**src/rtl/codec_init_sequencer.sv**
```systemverilog
// codec_init_sequencer: walks the WM8731 command ROM, one I2C write per entry.
// Each entry gets a start pulse, a bounded wait for the engine's finished pulse and a bus-free gap.
module codec_init_sequencer #(
  parameter int         N_CMD          = 11,
  parameter int         GAP_CYCLES     = 4,
  parameter int         TIMEOUT_CYCLES = 64,
  parameter logic [6:0] DEV_ADDR       = 7'h1A
) (
  input  logic        i_clk,
  input  logic        i_rst_n,
  input  logic        i_start,
  input  logic        i_i2c_finished,
  output logic        o_i2c_start,
  output logic [6:0]  o_addr,
  output logic        o_rw,
  output logic [15:0] o_reg_data,
  output logic        o_busy,
  output logic        o_finished,
  output logic        o_error,
  output logic [3:0]  o_index
);
  localparam int TW = $clog2(TIMEOUT_CYCLES + 1);
  localparam int GW = $clog2(GAP_CYCLES + 2);
  typedef enum logic [2:0] {S_IDLE, S_ISSUE, S_WAIT, S_GAP, S_DONE, S_ERR} state_t;
  state_t      r_state;
  logic [TW-1:0] r_tmo;
  logic [GW-1:0] r_gap;
  logic [3:0]  r_index;
  logic [15:0] r_reg_data;
  logic        r_start;
  logic        r_busy;
  logic        r_fin;
  logic        r_err;
  logic [3:0]  w_next_index;
  function automatic logic [15:0] rom(input logic [3:0] i);
    case (i)
      4'd0:    rom = 16'h1E00;
      4'd1:    rom = 16'h0097;
      4'd2:    rom = 16'h0297;
      4'd3:    rom = 16'h0479;
      4'd4:    rom = 16'h0679;
      4'd5:    rom = 16'h0815;
      4'd6:    rom = 16'h0A00;
      4'd7:    rom = 16'h0C00;
      4'd8:    rom = 16'h0E42;
      4'd9:    rom = 16'h1019;
      4'd10:   rom = 16'h1201;
      default: rom = 16'h0000;
    endcase
  endfunction
  assign w_next_index = r_index + 4'd1;
  always_ff @(posedge i_clk or negedge i_rst_n) begin
    if (!i_rst_n) begin
      r_state    <= S_IDLE;
      r_tmo      <= '0;
      r_gap      <= '0;
      r_index    <= 4'd0;
      r_reg_data <= rom(4'd0);
      r_start    <= 1'b0;
      r_busy     <= 1'b0;
      r_fin      <= 1'b0;
      r_err      <= 1'b0;
    end else begin
      r_start <= 1'b0;
      case (r_state)
        S_IDLE, S_DONE, S_ERR: begin
          if (i_start) begin
            r_state    <= S_ISSUE;
            r_index    <= 4'd0;
            r_reg_data <= rom(4'd0);
            r_start    <= 1'b1;
            r_busy     <= 1'b1;
            r_fin      <= 1'b0;
            r_err      <= 1'b0;
          end
        end
        S_ISSUE: begin
          r_state <= S_WAIT;
          r_tmo   <= '0;
        end
        S_WAIT: begin
          // a finished pulse on the last counted cycle still counts as success
          if (i_i2c_finished && r_index == 4'(N_CMD - 1)) begin
            r_state <= S_DONE;
            r_busy  <= 1'b0;
            r_fin   <= 1'b1;
          end else if (i_i2c_finished) begin
            r_state <= S_GAP;
            r_gap   <= '0;
          end else if (r_tmo == TW'(TIMEOUT_CYCLES - 2)) begin
            r_state <= S_ERR;
            r_busy  <= 1'b0;
            r_err   <= 1'b1;
          end else begin
            r_tmo <= r_tmo + 1'b1;
          end
        end
        S_GAP: begin
          if (r_gap == GW'(GAP_CYCLES)) begin
            r_state    <= S_ISSUE;
            r_index    <= w_next_index;
            r_reg_data <= rom(w_next_index);
            r_start    <= 1'b1;
          end else begin
            r_gap <= r_gap + 1'b1;
          end
        end
        default: r_state <= S_IDLE;
      endcase
    end
  end
  assign o_i2c_start = r_start;
  assign o_addr      = DEV_ADDR;
  assign o_rw        = 1'b0;
  assign o_reg_data  = r_reg_data;
  assign o_busy      = r_busy;
  assign o_finished  = r_fin;
  assign o_error     = r_err;
  assign o_index     = r_index;
endmodule

```
**config.mk**
```make
export PLATFORM = sky130hd
export DESIGN_NAME = codec_init_sequencer
export DESIGN_NICKNAME = d
export VERILOG_FILES = /design/src/rtl/codec_init_sequencer.sv
export SDC_FILE = /design/constraint.sdc
export NUM_CORES = 1
export LEC_CHECK = 0
export CORE_AREA = 2 2 62 64
export DETAILED_ROUTE_END_ITERATION = 16
export DIE_AREA = 0 0 64 66
export GPL_TIMING_DRIVEN = 0
export PLACE_DENSITY = 0.82
export SLEW_MARGIN = 20
export SYNTH_ARGS = -nofsm -noshare
export SYNTH_HDL_FRONTEND = slang
export SYNTH_SLANG_ARGS = --single-unit
export TNS_END_PERCENT = 5
```
**constraint.sdc**
```tcl
create_clock -name i_clk -period 4.3 [get_ports i_clk]
set_input_delay 0.645 -clock i_clk [delete_from_list [all_inputs] [get_ports i_clk]]
set_output_delay 0.645 -clock i_clk [all_outputs]
set_load 0.005 [all_outputs]
```
==> results.py, run 1 <==
metrics = {
    "outcome": {
        "outcome": "completed",
    },
    "clock_tree": {
        "post-cts-setup-buffer-count": 0,
        "htreeDepth": 2,
        "path_clk_slew_ns": 0.10,
        "number_of_buffers_on_the_longest_clock_path": 2,
        "cts_inserted_buffers": 5,
        "worst_skew_pair.late_latency_ns": 0.35,
        "ctsResizeCount": 0,
        "clockRootBuffer": "clkbuf_4",
        "clock_sinks": 33,
        "cts_tree": "yes",
        "cts.hold.buffers_added": 0,
    },
    "sta": {
        "worst_slew_margin_rel": 0.532,
        "fmax_mhz": 454,
        "fin_worst_skew_ns": 0.0104,
        "tns_ns": 0,
        "worst_slew_pin_slew_ns": 0.703,
        "final_min_period_over_clock_period": 0.512,
        "timing_hold_violations_final": 0,
        "timing.final.max_slew_violations": 0,
        "hold-worst-slack_ns": 0.339,
        "setup_viol_count_final": 0,
        "layout_min_cycle_time_ns": 2.20,
        "setup_slack_ns": 2.10,
        "rsz0062_at_grt": "no",
    },
    "drt": {
        "drt_wl_total_mm": 3.69,
        "vias": 1516,
        "detail_route.vias_per_cell": 5.34,
        "drc": 0,
        "wl_per_cell_um": 13.0,
        "ant_nets": 0,
        "drt_first_pass_iters": 4,
        "detail_route.iter0.violations": 58,
    },
    "finish": {
        "final_layout_size_suffix_gt1_frac": 0.140,
        "finish.instance_area_um2": 2270,
        "filler_cell_count": 311,
        "growth_of_design_area_from_synthesis_to_finish_pct": 20.2,
        "most_common_cell_after_layout_fill_and_taps_aside": "dfrtp_1",
        "layout.core_utilization": 0.640,
        "mostFrequentLayoutCells": "dfrtp_1 (29), clkdlybuf4s50_1 (22), nand2_1 (19)",
        "final_nets": 247,
        "final-instance-count-excl-fill": 284,
        "count_of_inserted_antenna_diode_cells": 0,
    },
    "placement": {
        "placed_area_um2": 2210,
        "detailed_place_hpwl_mm": 2.63,
        "dpl.cell_count": 276,
        "pre_cts_slack_ns": 1.76,
        "gpl.final_weighted_congestion": 0.938,
        "io_buffers": 23,
    },
    "setup_path": {
        "critPathRequiredTime_ns": 4.54,
        "reg2reg_to": "o_reg_data[6]$_DFFE_PN0P_",
        "critical_path_peak_fanout": 6,
        "worst_r2r_startpoint": "o_index[0]$_DFFE_PN0P_",
        "worst_endpoint_data_arrival_time_ns": 2.44,
        "timing.reg2reg.setup_slack_ns": 2.31,
        "start_kind": "primary input",
        "setup.worst_path.end_class": "flop",
        "length_in_cells_of_the_worst_reg_to_reg_path": 5,
        "setup.worst_path.class": "primary input to flop",
    },
    "synth": {
        "synth.top_cell.area_share": 0.384,
        "synthDominantAreaCellType": "dfrtp_1",
        "yosys.area_share.adder": 0.0529,
        "portion_of_the_post_synthesis_area_used_by_sequential_elements": 0.439,
        "synthSimpleGateAreaFrac": 0.179,
        "post_synth_instance_area_um2": 1890,
        "post_synth_xor_area_fraction": 0.0324,
        "synth_top_family_by_area": "compound AO/OA/AOI/OAI gates",
        "synth_area_per_cell_um2": 9.70,
        "synth-warning-count": 0,
        "synth-async-reset-ratio": 1.00,
        "synth-seq-cells": 33,
        "synth_compound_area_frac": 0.190,
        "synth.top_cells.by_area": "dfrtp_1 (38%), dfstp_2 (5.6%), ha_1 (5.3%), buf_4 (4.8%), nand2_1 (3.8%)",
        "synth_flop_cell": "dfrtp_1",
        "synth_cells": 195,
        "synth.lib_cells_used.distinct": 48,
        "synth-edff-count": 0,
        "post_synth_mux_area_share": 0.0185,
    },
    "die": {
        "row_count": 22,
        "floorplan.core_area_um2": 3550,
        "die_x_um": 64,
        "boundary_pin_count": 36,
        "fp.dieH_um": 66,
        "fp.dieArea_um2": 4220,
        "floorplan.initialDensity": 0.533,
    },
    "power": {
        "fin_total_pwr_mw": 1.24,
        "vdd_drop_max_v": 0.000282,
        "power_dens_cells_nw_per_um2": 544,
        "p_leak_nw": 1.08,
    },
    "grt": {
        "first_pass_grt_wire_length_mm": 6.47,
        "grt-ovfl-total": 0,
        "number_of_antenna_violations_at_the_first_check_in_global_routing": 0,
        "first_global_vias": 1427,
        "grt_usage": 0.200,
        "largest_net_degree_at_the_start_of_global_routing": 34,
    },
    "worst_hold_path": {
        "worstHoldPathType": "primary input to async pin",
    },
    "job": {
        "max_cap_violations": 0,
    },
}
[worst max-delay path by stage]
stage / from / endpoint
finish: i_i2c_finished / r_tmo[0]$_DFFE_PN0P_
global route: i_i2c_finished / r_tmo[6]$_DFFE_PN0P_
CTS: i_i2c_finished / r_tmo[0]$_DFFE_PN0P_
detailed placement: i_i2c_finished / r_tmo[0]$_DFFE_PN0P_
global placement: i_i2c_finished / r_tmo[0]$_DFFE_PN0P_
floorplan: i_i2c_finished / r_tmo[0]$_DFFE_PN0P_
[flip-flops by register name, indices dropped and copies added, names as in the netlist]
register     flops
o_reg_data      12
r_tmo            7
o_index          4
r_gap            3
r_state          3
o_busy           1
o_error          1
o_finished       1
o_i2c_start      1
[worst max-delay path, cell delays in order]
cell	delay [ns]
clkdlybuf4s50_1	0.49
or4b_1	0.49
buf_2	0.18
a31oi_4	0.23
nor2_2	0.13
mux2_4	0.27
[per-layer routing]
metal | share of wire | GRT usage | wire (um) | vias to the layer above
met4 | 0.018 | 0.0978 | 68 | 0
met2 | 0.46 | 0.310 | 1700 | 35
li1 | - | - | - | 755
met1 | 0.48 | 0.267 | 1780 | 719
met5 | 0 | 0 | 0 | -
met3 | 0.041 | 0.0409 | 152 | 7
[kinds of logic after synthesis]
| family | after synthesis |
|---|---|
| adder cells (fa/ha/maj) | 8 |
| AO/OA/AOI/OAI | 47 |
| XOR/XNOR | 7 |
| AND/OR/NAND/NOR | 66 |
| flip-flops | 33 |
| buffers and inverters | 29 |
| other | 2 |
| multiplexers | 3 |
[cells in the mapped netlist, drive strengths merged, types with 3 or more instances]
| cell | n |
|---|---|
| a21oi | 4 |
| xor2 | 4 |
| nor3b | 3 |
| a211o | 3 |
| dfrtp | 29 |
| o31ai | 4 |
| clkbuf | 4 |
| buf | 17 |
| nand2 | 19 |
| ha | 8 |
| nor2 | 14 |
| inv | 8 |
| o21ai | 5 |
| a21o | 6 |
| nand3 | 9 |
| a22o | 3 |
| a31oi | 3 |
| dfstp | 4 |
| nor3 | 9 |
| xnor2 | 3 |
| o22ai | 5 |
| a211oi | 3 |
[area by class of cell]
cell class,count,area [um2],area share
Sequential cell,33,831,0.365
Tap cell,48,60.1,0.0264
Clock buffer,8,58.8,0.0259
Timing Repair Buffer,23,225,0.0991
Inverter,8,30.0,0.0132
Buffer,21,130,0.0572
Multi-Input combinational cell,143,938,0.413
[report_power, final]
| group | switching, mW | total (mW) | internal, mW |
|---|---|---|---|
| logic | 0.280 | 0.549 | 0.269 |
| clock network | 0.104 | 0.185 | 0.0806 |
| registers | 0.0901 | 0.502 | 0.412 |
No activity file was read; power rests on OpenSTA's default activity.
==> run 2, diff against run 1 <==
- CORE_AREA: 2 2 62 64 -> 2 2 64 66
- DIE_AREA: 0 0 64 66 -> 0 0 66 68
- PLACE_DENSITY: 0.82 -> 0.77
- clock period: 4.3 -> 2.23 ns (I/O delays scaled with it)
==> results.py, run 2 (same netlist as run 1, synthesis figures left out) <==
metrics = {
    "sta": {
        "layout_min_cycle_time_ns": 2.04,
        "tns_ns": 0,
        "fin_worst_skew_ns": 0.00489,
        "setup_viol_count_final": 0,
        "rsz0062_at_grt": "no",
        "timing.final.max_slew_violations": 0,
        "final_min_period_over_clock_period": 0.916,
        "timing_hold_violations_final": 0,
        "fmax_mhz": 490,
        "setup_slack_ns": 0.187,
        "worst_slew_pin_slew_ns": 0.632,
        "worst_slew_margin_rel": 0.577,
    },
    "drt": {
        "wl_per_cell_um": 14.0,
        "drt_wl_total_mm": 4.04,
        "drc": 0,
        "detail_route.iter0.violations": 88,
        "detail_route.vias_per_cell": 5.45,
        "drt_first_pass_iters": 4,
        "ant_nets": 0,
        "vias": 1570,
    },
    "clock_tree": {
        "number_of_buffers_on_the_longest_clock_path": 2,
        "htreeDepth": 2,
        "path_clk_slew_ns": 0.07,
        "worst_skew_pair.late_latency_ns": 0.29,
        "clockRootBuffer": "clkbuf_8",
        "cts_tree": "yes",
        "clock_sinks": 33,
        "post-cts-setup-buffer-count": 0,
        "cts_inserted_buffers": 5,
    },
    "setup_path": {
        "path_cells": "ha_1 -> xnor2_1 -> mux2i_1 -> nor3_1 -> a211o_1",
        "reg2reg_to": "o_reg_data[6]$_DFFE_PN0P_",
        "worst-path-buf-inv": 0,
        "length_in_cells_of_the_worst_reg_to_reg_path": 5,
        "timing.reg2reg.setup_slack_ns": 0.19,
        "setup.worst_path.class": "flop to flop",
        "worst_r2r_startpoint": "o_index[0]$_DFFE_PN0P_",
        "timing.critical_path.slowest_stage_cell": "dfrtp_1",
        "start_kind": "flop",
        "critPathRequiredTime_ns": 2.41,
        "worst_endpoint_data_arrival_time_ns": 2.22,
        "critical_path.max_stage_delay_ns": 0.49,
        "critical_path_peak_fanout": 9,
        "cp_top_family": "flip-flops",
        "setup.worst_path.end_class": "flop",
    },
    "die": {
        "boundary_pin_count": 36,
        "row_count": 23,
        "floorplan.core_area_um2": 3860,
        "fp.dieArea_um2": 4490,
        "fp.dieH_um": 68,
        "die_x_um": 66,
        "floorplan.initialDensity": 0.491,
    },
    "power": {
        "p_leak_nw": 1.14,
        "power_dens_cells_nw_per_um2": 1140,
        "vdd_drop_max_v": 0.000511,
        "fin_total_pwr_mw": 2.73,
    },
    "finish": {
        "mostFrequentLayoutCells": "dfrtp_1 (29), clkdlybuf4s50_1 (22), nand2_1 (19)",
        "largest_register_ffs": 12,
        "final_nets": 249,
        "growth_of_design_area_from_synthesis_to_finish_pct": 26.3,
        "most_common_cell_after_layout_fill_and_taps_aside": "dfrtp_1",
        "final-instance-count-excl-fill": 288,
        "final_layout_size_suffix_gt1_frac": 0.151,
        "count_of_inserted_antenna_diode_cells": 0,
    },
    "placement": {
        "gpl.final_weighted_congestion": 0.882,
        "detailed_place_hpwl_mm": 2.93,
        "pre_cts_slack_ns": 0.00818,
        "dpl.cell_count": 279,
        "io_buffers": 23,
    },
    "grt": {
        "grt-ovfl-total": 0,
        "first_global_vias": 1470,
        "first_pass_grt_wire_length_mm": 6.69,
        "number_of_antenna_violations_at_the_first_check_in_global_routing": 0,
        "largest_net_degree_at_the_start_of_global_routing": 21,
        "grt_usage": 0.197,
    },
    "outcome": {
        "outcome": "completed",
    },
    "worst_hold_path": {
        "worstHoldPathType": "primary input to async pin",
    },
    "job": {
        "max_cap_violations": 0,
    },
}
-- run 2: cell types whose count changed in the layout (fill, tap and decap cells not counted), sizes merged --
cell	previous run	this run
clkbuf	12	9
bufinv	0	2
buf	18	19
clkinv	0	1
dlygate4sd3	0	1
-- run 2: stage by stage --
stage,cell area (um2),utilization,hold slack [ns]
final,2390,0.619,0.479
after global routing,2390,0.619,0.514
after CTS,2390,0.619,0.483
after detailed placement,2240,0.582,0.268
after global placement,2220,0.576,0.466
after floorplan,1930,-,0.0389
-- run 2: worst max path at each step --
stage / startpoint / to / slack [ns] / cells past startpoint
4_1_cts: o_index[0]$_DFFE_PN0P_ / o_reg_data[3]$_DFFE_PN0P_ / 0.18 / 5
6_report: o_index[0]$_DFFE_PN0P_ / o_reg_data[6]$_DFFE_PN0P_ / 0.19 / 5
3_5_place_dp: i_i2c_finished / r_tmo[0]$_DFFE_PN0P_ / 0.008 / 6
5_1_grt: o_index[0]$_DFFE_PN0P_ / o_reg_data[6]$_DFFE_PN0P_ / 0.05 / 5
2_1_floorplan: o_index[0]$_DFFE_PN0P_ / o_reg_data[3]$_DFFE_PN0P_ / 0.45 / 5
3_3_place_gp: i_i2c_finished / r_tmo[0]$_DFFE_PN0P_ / 0.02 / 6
-- run 2: cell type report --
cell class | instances | area [um2]
fillers | 355 | 1470
clock inverters | 3 | 65.1
multi-input cells | 143 | 938
well taps | 50 | 62.6
clock buffers | 5 | 68.8
repair buffers | 25 | 263
flip-flops and latches | 33 | 831
inverters | 8 | 30.0
plain buffers | 21 | 130
-- run 2: repair_timing --
action                                  in CTS  in global routing
endpoints found under the hold margin       12                  0
hold buffers                                 1                  0
gates resized for setup                      0                  0
endpoints found under the setup margin       0                  0
-- run 2: report_power, final --
part / internal, mW / switching [mW]
Combinational: 0.526 / 0.554
Clock: 0.444 / 0.227
Sequential: 0.796 / 0.178
-- run 2: metal layers --
layer,up-vias,share of wire,global-route usage
met5,-,0,0
met4,0,0.020,0.102
met3,7,0.039,0.0345
met2,35,0.51,0.354
met1,768,0.43,0.227
li1,760,-,-
-- run 2: worst register-to-register path, stage by stage, from the launching register on --
cell     delay [ns]
dfrtp_1        0.49
ha_1           0.34
xnor2_1        0.42
mux2i_1        0.27
nor3_1         0.11
a211o_1        0.30
